===== config.mk =====
export PLATFORM = sky130hd
export DESIGN_NAME = fft_stage_sequencer_flat
export DESIGN_NICKNAME = d
export VERILOG_FILES = /design/src/rtl/fft_stage_sequencer_if.sv /design/src/rtl/fft_stage_sequencer.sv /design/src/flat_wrapper.sv
export SDC_FILE = /design/constraint.sdc
export NUM_CORES = 1
export LEC_CHECK = 0
export BUFFER_PORTS_ARGS = -buffer_cell sky130_fd_sc_hd__buf_2
export CAP_MARGIN = 20
export CORE_ASPECT_RATIO = 1.5
export CORE_MARGIN = 2
export CORE_UTILIZATION = 59
export DETAILED_ROUTE_END_ITERATION = 7
export PLACE_DENSITY = 0.84
export SLEW_MARGIN = 20
export SYNTH_ARGS = -nofsm -noshare
export SYNTH_HDL_FRONTEND = slang
export SYNTH_SLANG_ARGS = --single-unit

===== constraint.sdc =====
create_clock -name clk -period 4.55 [get_ports clk]
set_input_delay 0.455 -clock clk [delete_from_list [all_inputs] [get_ports clk]]
set_output_delay 0.455 -clock clk [all_outputs]
set_load 0.01 [all_outputs]

===== src/rtl/fft_stage_sequencer_if.sv =====
// Control/strobe bundle between the FFT stage sequencer and its consumers
// (AGU, butterfly write-back, transform controller).
interface fft_stage_sequencer_if #(
  parameter int N = 1024
);
  localparam int SW = $clog2(N);
  localparam int PW = $clog2(N / 2);

  logic          start;
  logic          hold;
  logic [SW-1:0] stage;
  logic [PW-1:0] pair_id;
  logic          issue_valid;
  logic          addr_valid;
  logic          wb_valid;
  logic          wb_last;
  logic          busy;
  logic          done;

  modport master (
    input  start, hold,
    output stage, pair_id, issue_valid, addr_valid, wb_valid, wb_last, busy, done
  );

  modport slave (
    output start, hold,
    input  stage, pair_id, issue_valid, addr_valid, wb_valid, wb_last, busy, done
  );
endinterface


===== src/rtl/fft_stage_sequencer.sv =====
// Stage/pair walker for the in-place radix-2 FFT: drives the AGU, tracks the
// butterfly pipeline to write-back and drains it between stages.
module fft_stage_sequencer #(
  parameter int N          = 1024,
  parameter int BF_LATENCY = 3
) (
  input  logic                   clk,
  input  logic                   rst_n,
  fft_stage_sequencer_if.master  bus
);
  localparam int SW     = $clog2(N);
  localparam int PW     = $clog2(N / 2);
  localparam int DW     = $clog2(BF_LATENCY + 2);
  localparam int PIPE_W = BF_LATENCY + 1;

  localparam logic [SW-1:0] LAST_STAGE = SW'(SW - 1);
  localparam logic [PW-1:0] LAST_PAIR  = {PW{1'b1}};
  localparam logic [DW-1:0] DRAIN_LAST = DW'(BF_LATENCY);

  typedef enum logic [1:0] {
    ST_IDLE  = 2'd0,
    ST_RUN   = 2'd1,
    ST_DRAIN = 2'd2,
    ST_DONE  = 2'd3
  } state_t;

  state_t            state_r;
  state_t            state_nxt_s;
  logic [SW-1:0]     stage_r;
  logic [PW-1:0]     pair_r;
  logic [DW-1:0]     drain_cnt_r;
  logic [PIPE_W-1:0] valid_pipe_r;
  logic [PIPE_W-1:0] last_pipe_r;
  logic              busy_r;
  logic              done_r;

  logic              issue_valid_s;
  logic              issue_last_s;
  logic              pair_wrap_s;
  logic              drain_end_s;
  logic              final_stage_s;
  logic              busy_nxt_s;
  logic              done_nxt_s;

  assign pair_wrap_s   = (pair_r == LAST_PAIR);
  assign drain_end_s   = (drain_cnt_r == DRAIN_LAST);
  assign final_stage_s = (stage_r == LAST_STAGE);
  assign issue_last_s  = issue_valid_s & pair_wrap_s & final_stage_s;

  // FSM state register
  always_ff @(posedge clk or negedge rst_n) begin
    if (!rst_n) begin
      state_r <= ST_IDLE;
    end else begin
      state_r <= state_nxt_s;
    end
  end

  // FSM next-state logic
  always_comb begin
    state_nxt_s = state_r;
    case (state_r)
      ST_IDLE: begin
        if (bus.start) begin
          state_nxt_s = ST_RUN;
        end else begin
          state_nxt_s = ST_IDLE;
        end
      end
      ST_RUN: begin
        if (issue_valid_s && pair_wrap_s) begin
          state_nxt_s = ST_DRAIN;
        end else begin
          state_nxt_s = ST_RUN;
        end
      end
      ST_DRAIN: begin
        if (drain_end_s) begin
          if (final_stage_s) begin
            state_nxt_s = ST_DONE;
          end else begin
            state_nxt_s = ST_RUN;
          end
        end else begin
          state_nxt_s = ST_DRAIN;
        end
      end
      ST_DONE: begin
        state_nxt_s = ST_IDLE;
      end
      default: begin
        state_nxt_s = ST_IDLE;
      end
    endcase
  end

  // FSM outputs; hold gates issue combinationally so a held cycle never issues
  always_comb begin
    issue_valid_s = 1'b0;
    case (state_r)
      ST_IDLE:  issue_valid_s = 1'b0;
      ST_RUN:   issue_valid_s = ~bus.hold;
      ST_DRAIN: issue_valid_s = 1'b0;
      ST_DONE:  issue_valid_s = 1'b0;
      default:  issue_valid_s = 1'b0;
    endcase
    busy_nxt_s = (state_nxt_s == ST_RUN) || (state_nxt_s == ST_DRAIN);
    done_nxt_s = (state_nxt_s == ST_DONE);
  end

  // Stage / pair / drain counters
  always_ff @(posedge clk or negedge rst_n) begin
    if (!rst_n) begin
      stage_r     <= {SW{1'b0}};
      pair_r      <= {PW{1'b0}};
      drain_cnt_r <= {DW{1'b0}};
    end else begin
      case (state_r)
        ST_RUN: begin
          // pair counter is exactly log2(N/2) bits, so it wraps to 0 after the last pair
          if (issue_valid_s) begin
            pair_r <= pair_r + PW'(1);
          end else begin
            pair_r <= pair_r;
          end
          drain_cnt_r <= {DW{1'b0}};
        end
        ST_DRAIN: begin
          if (drain_end_s) begin
            drain_cnt_r <= {DW{1'b0}};
            if (final_stage_s) begin
              stage_r <= {SW{1'b0}};
            end else begin
              stage_r <= stage_r + SW'(1);
            end
          end else begin
            drain_cnt_r <= drain_cnt_r + DW'(1);
          end
        end
        ST_IDLE, ST_DONE: begin
          stage_r     <= {SW{1'b0}};
          pair_r      <= {PW{1'b0}};
          drain_cnt_r <= {DW{1'b0}};
        end
        default: begin
          stage_r     <= {SW{1'b0}};
          pair_r      <= {PW{1'b0}};
          drain_cnt_r <= {DW{1'b0}};
        end
      endcase
    end
  end

  // Valid / last delay lines: bit 0 is the AGU stage, the top bit is write-back
  always_ff @(posedge clk or negedge rst_n) begin
    if (!rst_n) begin
      valid_pipe_r <= {PIPE_W{1'b0}};
      last_pipe_r  <= {PIPE_W{1'b0}};
    end else begin
      valid_pipe_r <= {valid_pipe_r[PIPE_W-2:0], issue_valid_s};
      last_pipe_r  <= {last_pipe_r[PIPE_W-2:0], issue_last_s};
    end
  end

  // Registered status flags
  always_ff @(posedge clk or negedge rst_n) begin
    if (!rst_n) begin
      busy_r <= 1'b0;
      done_r <= 1'b0;
    end else begin
      busy_r <= busy_nxt_s;
      done_r <= done_nxt_s;
    end
  end

  assign bus.stage       = stage_r;
  assign bus.pair_id     = pair_r;
  assign bus.issue_valid = issue_valid_s;
  assign bus.addr_valid  = valid_pipe_r[0];
  assign bus.wb_valid    = valid_pipe_r[PIPE_W-1];
  assign bus.wb_last     = last_pipe_r[PIPE_W-1];
  assign bus.busy        = busy_r;
  assign bus.done        = done_r;
endmodule


===== src/flat_wrapper.sv =====
// flat-port wrapper written by rule: the top's interface ports become plain ports
module fft_stage_sequencer_flat 
#(
  parameter int N          = 1024,
  parameter int BF_LATENCY = 3
)
  (clk, rst_n, bus_start, bus_hold, bus_stage, bus_pair_id, bus_issue_valid, bus_addr_valid, bus_wb_valid, bus_wb_last, bus_busy, bus_done);
  fft_stage_sequencer_if #(.N(N)) bus_i ();
  input  logic clk;
  input  logic rst_n;
  input wire logic [$bits(bus_i.start)-1:0] bus_start;
  input wire logic [$bits(bus_i.hold)-1:0] bus_hold;
  output wire logic [$bits(bus_i.stage)-1:0] bus_stage;
  output wire logic [$bits(bus_i.pair_id)-1:0] bus_pair_id;
  output wire logic [$bits(bus_i.issue_valid)-1:0] bus_issue_valid;
  output wire logic [$bits(bus_i.addr_valid)-1:0] bus_addr_valid;
  output wire logic [$bits(bus_i.wb_valid)-1:0] bus_wb_valid;
  output wire logic [$bits(bus_i.wb_last)-1:0] bus_wb_last;
  output wire logic [$bits(bus_i.busy)-1:0] bus_busy;
  output wire logic [$bits(bus_i.done)-1:0] bus_done;
  assign bus_i.start = bus_start;
  assign bus_i.hold = bus_hold;
  assign bus_stage = bus_i.stage;
  assign bus_pair_id = bus_i.pair_id;
  assign bus_issue_valid = bus_i.issue_valid;
  assign bus_addr_valid = bus_i.addr_valid;
  assign bus_wb_valid = bus_i.wb_valid;
  assign bus_wb_last = bus_i.wb_last;
  assign bus_busy = bus_i.busy;
  assign bus_done = bus_i.done;
  fft_stage_sequencer #(.N(N), .BF_LATENCY(BF_LATENCY)) u_core (.clk(clk), .rst_n(rst_n), .bus(bus_i));
endmodule

== Yosys cells after proc, flatten, opt, wreduce, memory -nomap -nowiden ==
Index checks and enable logic that the tools add are counted.
Word-level totals
  flip-flop bits (word level): 34
  input port bits: 4
  output and inout port bits: 25
  logic and storage cells: 48
Operators by class
  $add $sub $neg: 3
  equality and inequality tests: 11
  muxes and demuxes: 13
  bitwise operators: 3
  reductions and logical operators: 10
Operator list (number)
  $mux W10: 2
  $pmux W10 S2: 1
  $pmux W9 S2: 1
  $add A10 B1 Y10 const B: 1
  $eq A10 B4 Y1 const B: 1
  $add A9 B1 Y9 const B: 1
  $eq A9 B9 Y1 const B: 1
  $mux W9: 1
  $eq A2 B2 Y1 const B: 4
  $pmux W2 S4: 1
  $mux W2: 3
  $pmux W3 S2: 1
  $reduce_or A3 Y1: 2
  $eq A2 B1 Y1 const B: 2
  $ne A2 B1 Y1 const B: 2
  $reduce_and A2 Y1: 2
  $reduce_bool A2 Y1: 2
  $add A3 B1 Y3 const B: 1
  $eq A3 B2 Y1 const B: 1
  $mux W3: 1
  $and A1 B1 Y1: 2
  $logic_not A2 Y1: 1
  $pmux W1 S2: 1
  $reduce_or A2 Y1: 1
  4 further kinds: 4

== Logic depth before layout (Yosys ltp) ==
  depth after elaboration: 8
  gate-level depth with buffers: 7
  depth with buffers taken out: 7

== Least setup slack after synthesis ==
No wires, ideal clock.
  path type: register to register
  from: register u_core.pair_r[2], in the netlist u_core.bus.pair_id[2]
  to: register u_core.busy_r, in the netlist u_core.bus.busy
  library setup time: 0.126 ns
  data arrival time: 1.582 ns
  data required time: 4.424 ns
  setup slack: 2.842 ns
  stages on the path, launching flop included: 8
  buffers on the path: 0
  clock period less this slack: 1.708 ns
  cell sequence: dfrtp_1 > and4_1 > and4_1 > ha_1 > nand2_1 > a21oi_1 > o21ai_0 > ha_1
Between the ends
  cells in the longest elaborated chain, start to end: 6
  elaborated cells between the ends (all ways): 7
  those cells by class: eq/ne (3); mux (2); reduce/logical (2)
RTL lines
  from (decl): RTL line fft_stage_sequencer.sv:30  | logic [PW-1:0] pair_r;
  from (signal assigned): RTL line fft_stage_sequencer.sv:115  | pair_r <= {PW{1'b0}};
  from (signal assigned): RTL line fft_stage_sequencer.sv:122  | pair_r <= pair_r + PW'(1);
  from (signal assigned): RTL line fft_stage_sequencer.sv:124  | pair_r <= pair_r;
  $eq A9 B9 Y1 *: RTL line fft_stage_sequencer.sv:45  | assign pair_wrap_s = (pair_r == LAST_PAIR);
  $logic_and A1 B1 Y1 *: RTL line fft_stage_sequencer.sv:71  | if (issue_valid_s && pair_wrap_s) begin
  $mux W2 *: RTL line fft_stage_sequencer.sv:71
  $pmux W2 S4 *: RTL line fft_stage_sequencer.sv:62  | case (state_r)
  $eq A2 B1 Y1 / $eq A2 B2 Y1 (equally long branches): RTL line fft_stage_sequencer.sv:107  | busy_nxt_s = (state_nxt_s == ST_RUN) || (state_nxt_s == ST_DRAIN);
  $logic_or A1 B1 Y1 *: RTL line fft_stage_sequencer.sv:107
  net u_core.busy_nxt_s: RTL line fft_stage_sequencer.sv:42  | logic busy_nxt_s;
  to (signal assigned): RTL line fft_stage_sequencer.sv:171  | busy_r <= busy_nxt_s;
  to (decl): RTL line fft_stage_sequencer.sv:34  | logic busy_r;
The timed path passes the listed nets; every way through them passes the cells marked *.
A chain may end at the register's enable or synchronous reset.

== Worst setup path in the final report ==
  from: register u_core.state_r[1]
  to: output bus_issue_valid
Between the ends
  cells in the longest elaborated chain, start to end: 3
  elaborated cells between the ends (all ways): 6
  those cells by class: eq/ne (3); mux (1); reduce/logical (2)
RTL lines
  from (decl): RTL line fft_stage_sequencer.sv:27  | state_t state_r;
  from (signal assigned): RTL line fft_stage_sequencer.sv:55  | state_r <= state_nxt_s;
  $eq A2 B2 Y1 / $logic_not A2 Y1 (equally long branches): RTL line fft_stage_sequencer.sv:100  | case (state_r)
  $reduce_or A3 Y1 (no source line)
  $pmux W1 S2 *: RTL line fft_stage_sequencer.sv:100
  to (decl): RTL line flat_wrapper.sv:15  | output wire logic [$bits(bus_i.issue_valid)-1:0] bus_issue_valid;
Mark *: on every way between the ends. The rest lies on a longest branch, timed or not.

==> impl_metrics.tcl <==
set metrics [dict create \
    start_util 0.615 \
    drc 0 \
    fin_ws_ps 2510 \
    vias 1278 \
    hpwlAfterDp_um 2520 \
    clockPowerShare 0.382 \
    cp-endpoint "bus_issue_valid" \
    ff2ff_path_depth 6 \
    grt_remaining_overflow 0 \
    clockBufferDepth 2 \
    endpoint_kind "output pin" \
    worst_r2r_endpoint "u_core.bus.pair_id[7]$_DFFE_PN0P_" \
    portBuffers 28 \
    cts_tree "built" \
    num_io_pins 29 \
    die_area_um2 3240 \
    busiest_layer "met2" \
    outcome "complete, no violations" \
    ant_nets 0 \
    skew_ps 3.67 \
    fin_tns_setup_ps 0 \
    fin_util 0.719 \
    crit_required_ps 4090 \
    track_usage 0.256 \
    slowest_stage "dfrtp_1" \
    drv_cap 0 \
    nets 197 \
    ys_seq_elements 34 \
    drtIter0Drc 52 \
    crit_type "flip-flop to output pin" \
    crit_chain "inv_1 > ha_1 > nor2b_1 > buf_2" \
    numCtsBuffers 5 \
    grt_use_met2 0.462 \
    cp-startpoint "u_core.state_r[1]$_DFF_PN0_" \
    holdBufCountCts 0 \
    max_stage_delay_ps 420 \
    ctsResizeCount 0 \
    period_share 0.448 \
    place.gp.congestion 0.943 \
    diodes 0 \
    cts_root_buffer "clkbuf_8" \
    drt-total-wl_um 3450 \
    seqPwrFrac 0.489 \
    rrSetupSlack_ps 2620 \
    max_freq_mhz 491 \
    cts.sinks 34 \
    grt_max_degree 35 \
    htree_levels 2 \
    p_leak_nw 0.970 \
    clkTransAtPathRegs_ps 70 \
    dp_worst_setup_slack_ps 2650 \
    hold_class "input pin to async pin" \
    cts_setup_buffers 0 \
    synth_cells 151 \
    syn_nets 166 \
    swShare 0.277 \
    routedWlPerCell_um 15.7 \
    p_int_uw 531 \
    drive_gt1_frac 0.246 \
    fp.dieH_um 68.7 \
    maxSlewHeadroom 0.503 \
    combinationalPowerShare 0.129 \
    async_reset_ff_frac 1.00 \
    rsz0062_at_grt "no" \
    synth_enable_flop_cells 0 \
    peakVddDrop_uv 451 \
    clock_latency_ps 290 \
    grt_pass1_vias 1259 \
    syn_area_um2 1650 \
    core_um2 2680 \
    p_per_area_nw_per_um2 381 \
    worst_pin_slew_ps 746 \
    final-setup-viol-count 0 \
    syn_area_per_cell_um2 10.9 \
    die_w_um 47.1 \
    met1_usage 0.260 \
    critPathArrivalTime_ps 1580 \
    n_fill_cell 202 \
    finalHoldViolations 0 \
    dr.pass1.iters 4 \
    synth_warnings 0 \
    setup.worst_path.start_class "flip-flop" \
    cp_max_fo 5 \
    synth_cell_types 29 \
    reg2reg_from "u_core.state_r[1]$_DFF_PN0_" \
    period_needed_ps 2040 \
    rows 23 \
    use_met3 0.0677 \
    grt_first_pass_wirelength_um 5690 \
    yosysSeqAreaShare 0.517 \
    viasPerCell 5.81 \
    antenna_found_initial 0 \
    slew_violations 0 \
    syn2layout_area_growth_pct 17.0 \
    synthFlopType "dfrtp_1" \
    power.switching_uw 203 \
]
[critical path: cells and delay by family (launching register included)]
kind	cells	cell delay, ps
buffers and inverters	2	320
adders and majority gates	1	180
and+or+nand+nor	1	370
DFF	1	420
[cells in the final DEF (no fill, tap or decap)]
cell type / instances
nor4_4: 1
and3_1: 3
bufinv_16: 1
inv_1: 8
a21oi_1: 3
o21ai_0: 8
nand2_1: 7
dfrtp_1: 34
nor2b_1: 2
a31oi_1: 4
a21oi_2: 2
nor3b_1: 1
nor2_1: 17
clkinvlp_4: 2
and3_2: 2
ha_1: 11
or2_2: 2
o2111ai_1: 5
and4_1: 3
nand4_1: 2
a21bo_1: 1
and2_1: 2
xor2_1: 11
o211ai_1: 4
buf_2: 28
nand3_2: 1
o22ai_1: 2
and3b_1: 3
clkbuf_8: 5
nand4b_1: 1
a31oi_2: 1
nand3_1: 6
[kinds of logic (layout without fill, tap and decap cells)]
logic type                 Yosys count  count (layout)  synth area share
AOI/OAI and AO/OA                   30              30             0.125
xor gates and xnor gates            11              11            0.0586
adders and majority gates           11              11            0.0836
buffers and inverters               12              44            0.0304
DFF                                 34              34             0.517
and+or+nand+nor                     53              53             0.185
[power by group through the flow]
stage | clock network (mW) | registers [mW] | logic, mW
2_1_floorplan | 0 | 0.370 | 0.0396
3_5_place_dp | 0 | 0.363 | 0.0956
3_3_place_gp | 0 | 0.359 | 0.0916
6_report | 0.280 | 0.359 | 0.0951
4_1_cts | 0.283 | 0.358 | 0.0963
5_1_grt | 0.295 | 0.361 | 0.108
[synthesized netlist by cell type (3+ instances only)]
library cell | instances | area, um^2
and3_1 | 3 | 18.8
buf_2 | 4 | 20.0
o21ai_0 | 8 | 40.0
nand2_1 | 7 | 26.3
xor2_1 | 11 | 96.3
dfrtp_1 | 34 | 851
a21oi_1 | 3 | 15.0
and3b_1 | 3 | 26.3
nand3_1 | 6 | 30.0
ha_1 | 11 | 138
o211ai_1 | 4 | 30.0
and4_1 | 3 | 26.3
o2111ai_1 | 5 | 43.8
inv_1 | 8 | 30.0
nor2_1 | 17 | 63.8
a31oi_1 | 4 | 25.0
[per-stage QoR]
step / hold WS (ps) / power [mW] / area (um^2) / instances
floorplan: 159 / 0.410 / 1650 / 151
global placement: 334 / 0.451 / 1810 / 212
detailed placement: 341 / 0.459 / 1810 / 212
CTS: 241 / 0.737 / 1930 / 220
global route: 281 / 0.764 / 1930 / 220
finish: 221 / 0.734 / 1930 / 220
[layout make-up]
cell class	count	area, um^2	area share
clock inverter	3	45.0	0.0234
tap	37	46.3	0.0240
sequential	34	851	0.442
clock buffer	5	68.8	0.0357
inverter	8	30.0	0.0156
multi-input combinational	105	744	0.387
timing repair buffer	28	140	0.0728
[sequential cells by signal, indices dropped and copies added, names as in the netlist]
register,count
u_core.state_r,2
u_core.bus.done,1
u_core.drain_cnt_r,3
u_core.bus.busy,1
u_core.valid_pipe_r,4
u_core.last_pipe_r,4
u_core.bus.pair_id,9
u_core.bus.stage,10
[how the worst min path moves through the flow]
stage                                     from                                to  slack, ps
6_report                                 rst_n  u_core.valid_pipe_r[3]$_DFF_PN0_        220
3_3_place_gp   u_core.last_pipe_r[2]$_DFF_PN0_   u_core.last_pipe_r[3]$_DFF_PN0_        330
5_1_grt                                  rst_n  u_core.valid_pipe_r[3]$_DFF_PN0_        280
4_1_cts                                  rst_n   u_core.last_pipe_r[3]$_DFF_PN0_        240
2_1_floorplan                            rst_n         u_core.bus.busy$_DFF_PN0_        160
3_5_place_dp   u_core.last_pipe_r[0]$_DFF_PN0_   u_core.last_pipe_r[1]$_DFF_PN0_        340
[routing by layer]
metal | vias up | part of all wire
li1 | 596 | -
met5 | - | 0
met1 | 612 | 0.37
met3 | 14 | 0.053
met2 | 56 | 0.55
met4 | 0 | 0.029
Power figures use the tool's default switching activity.
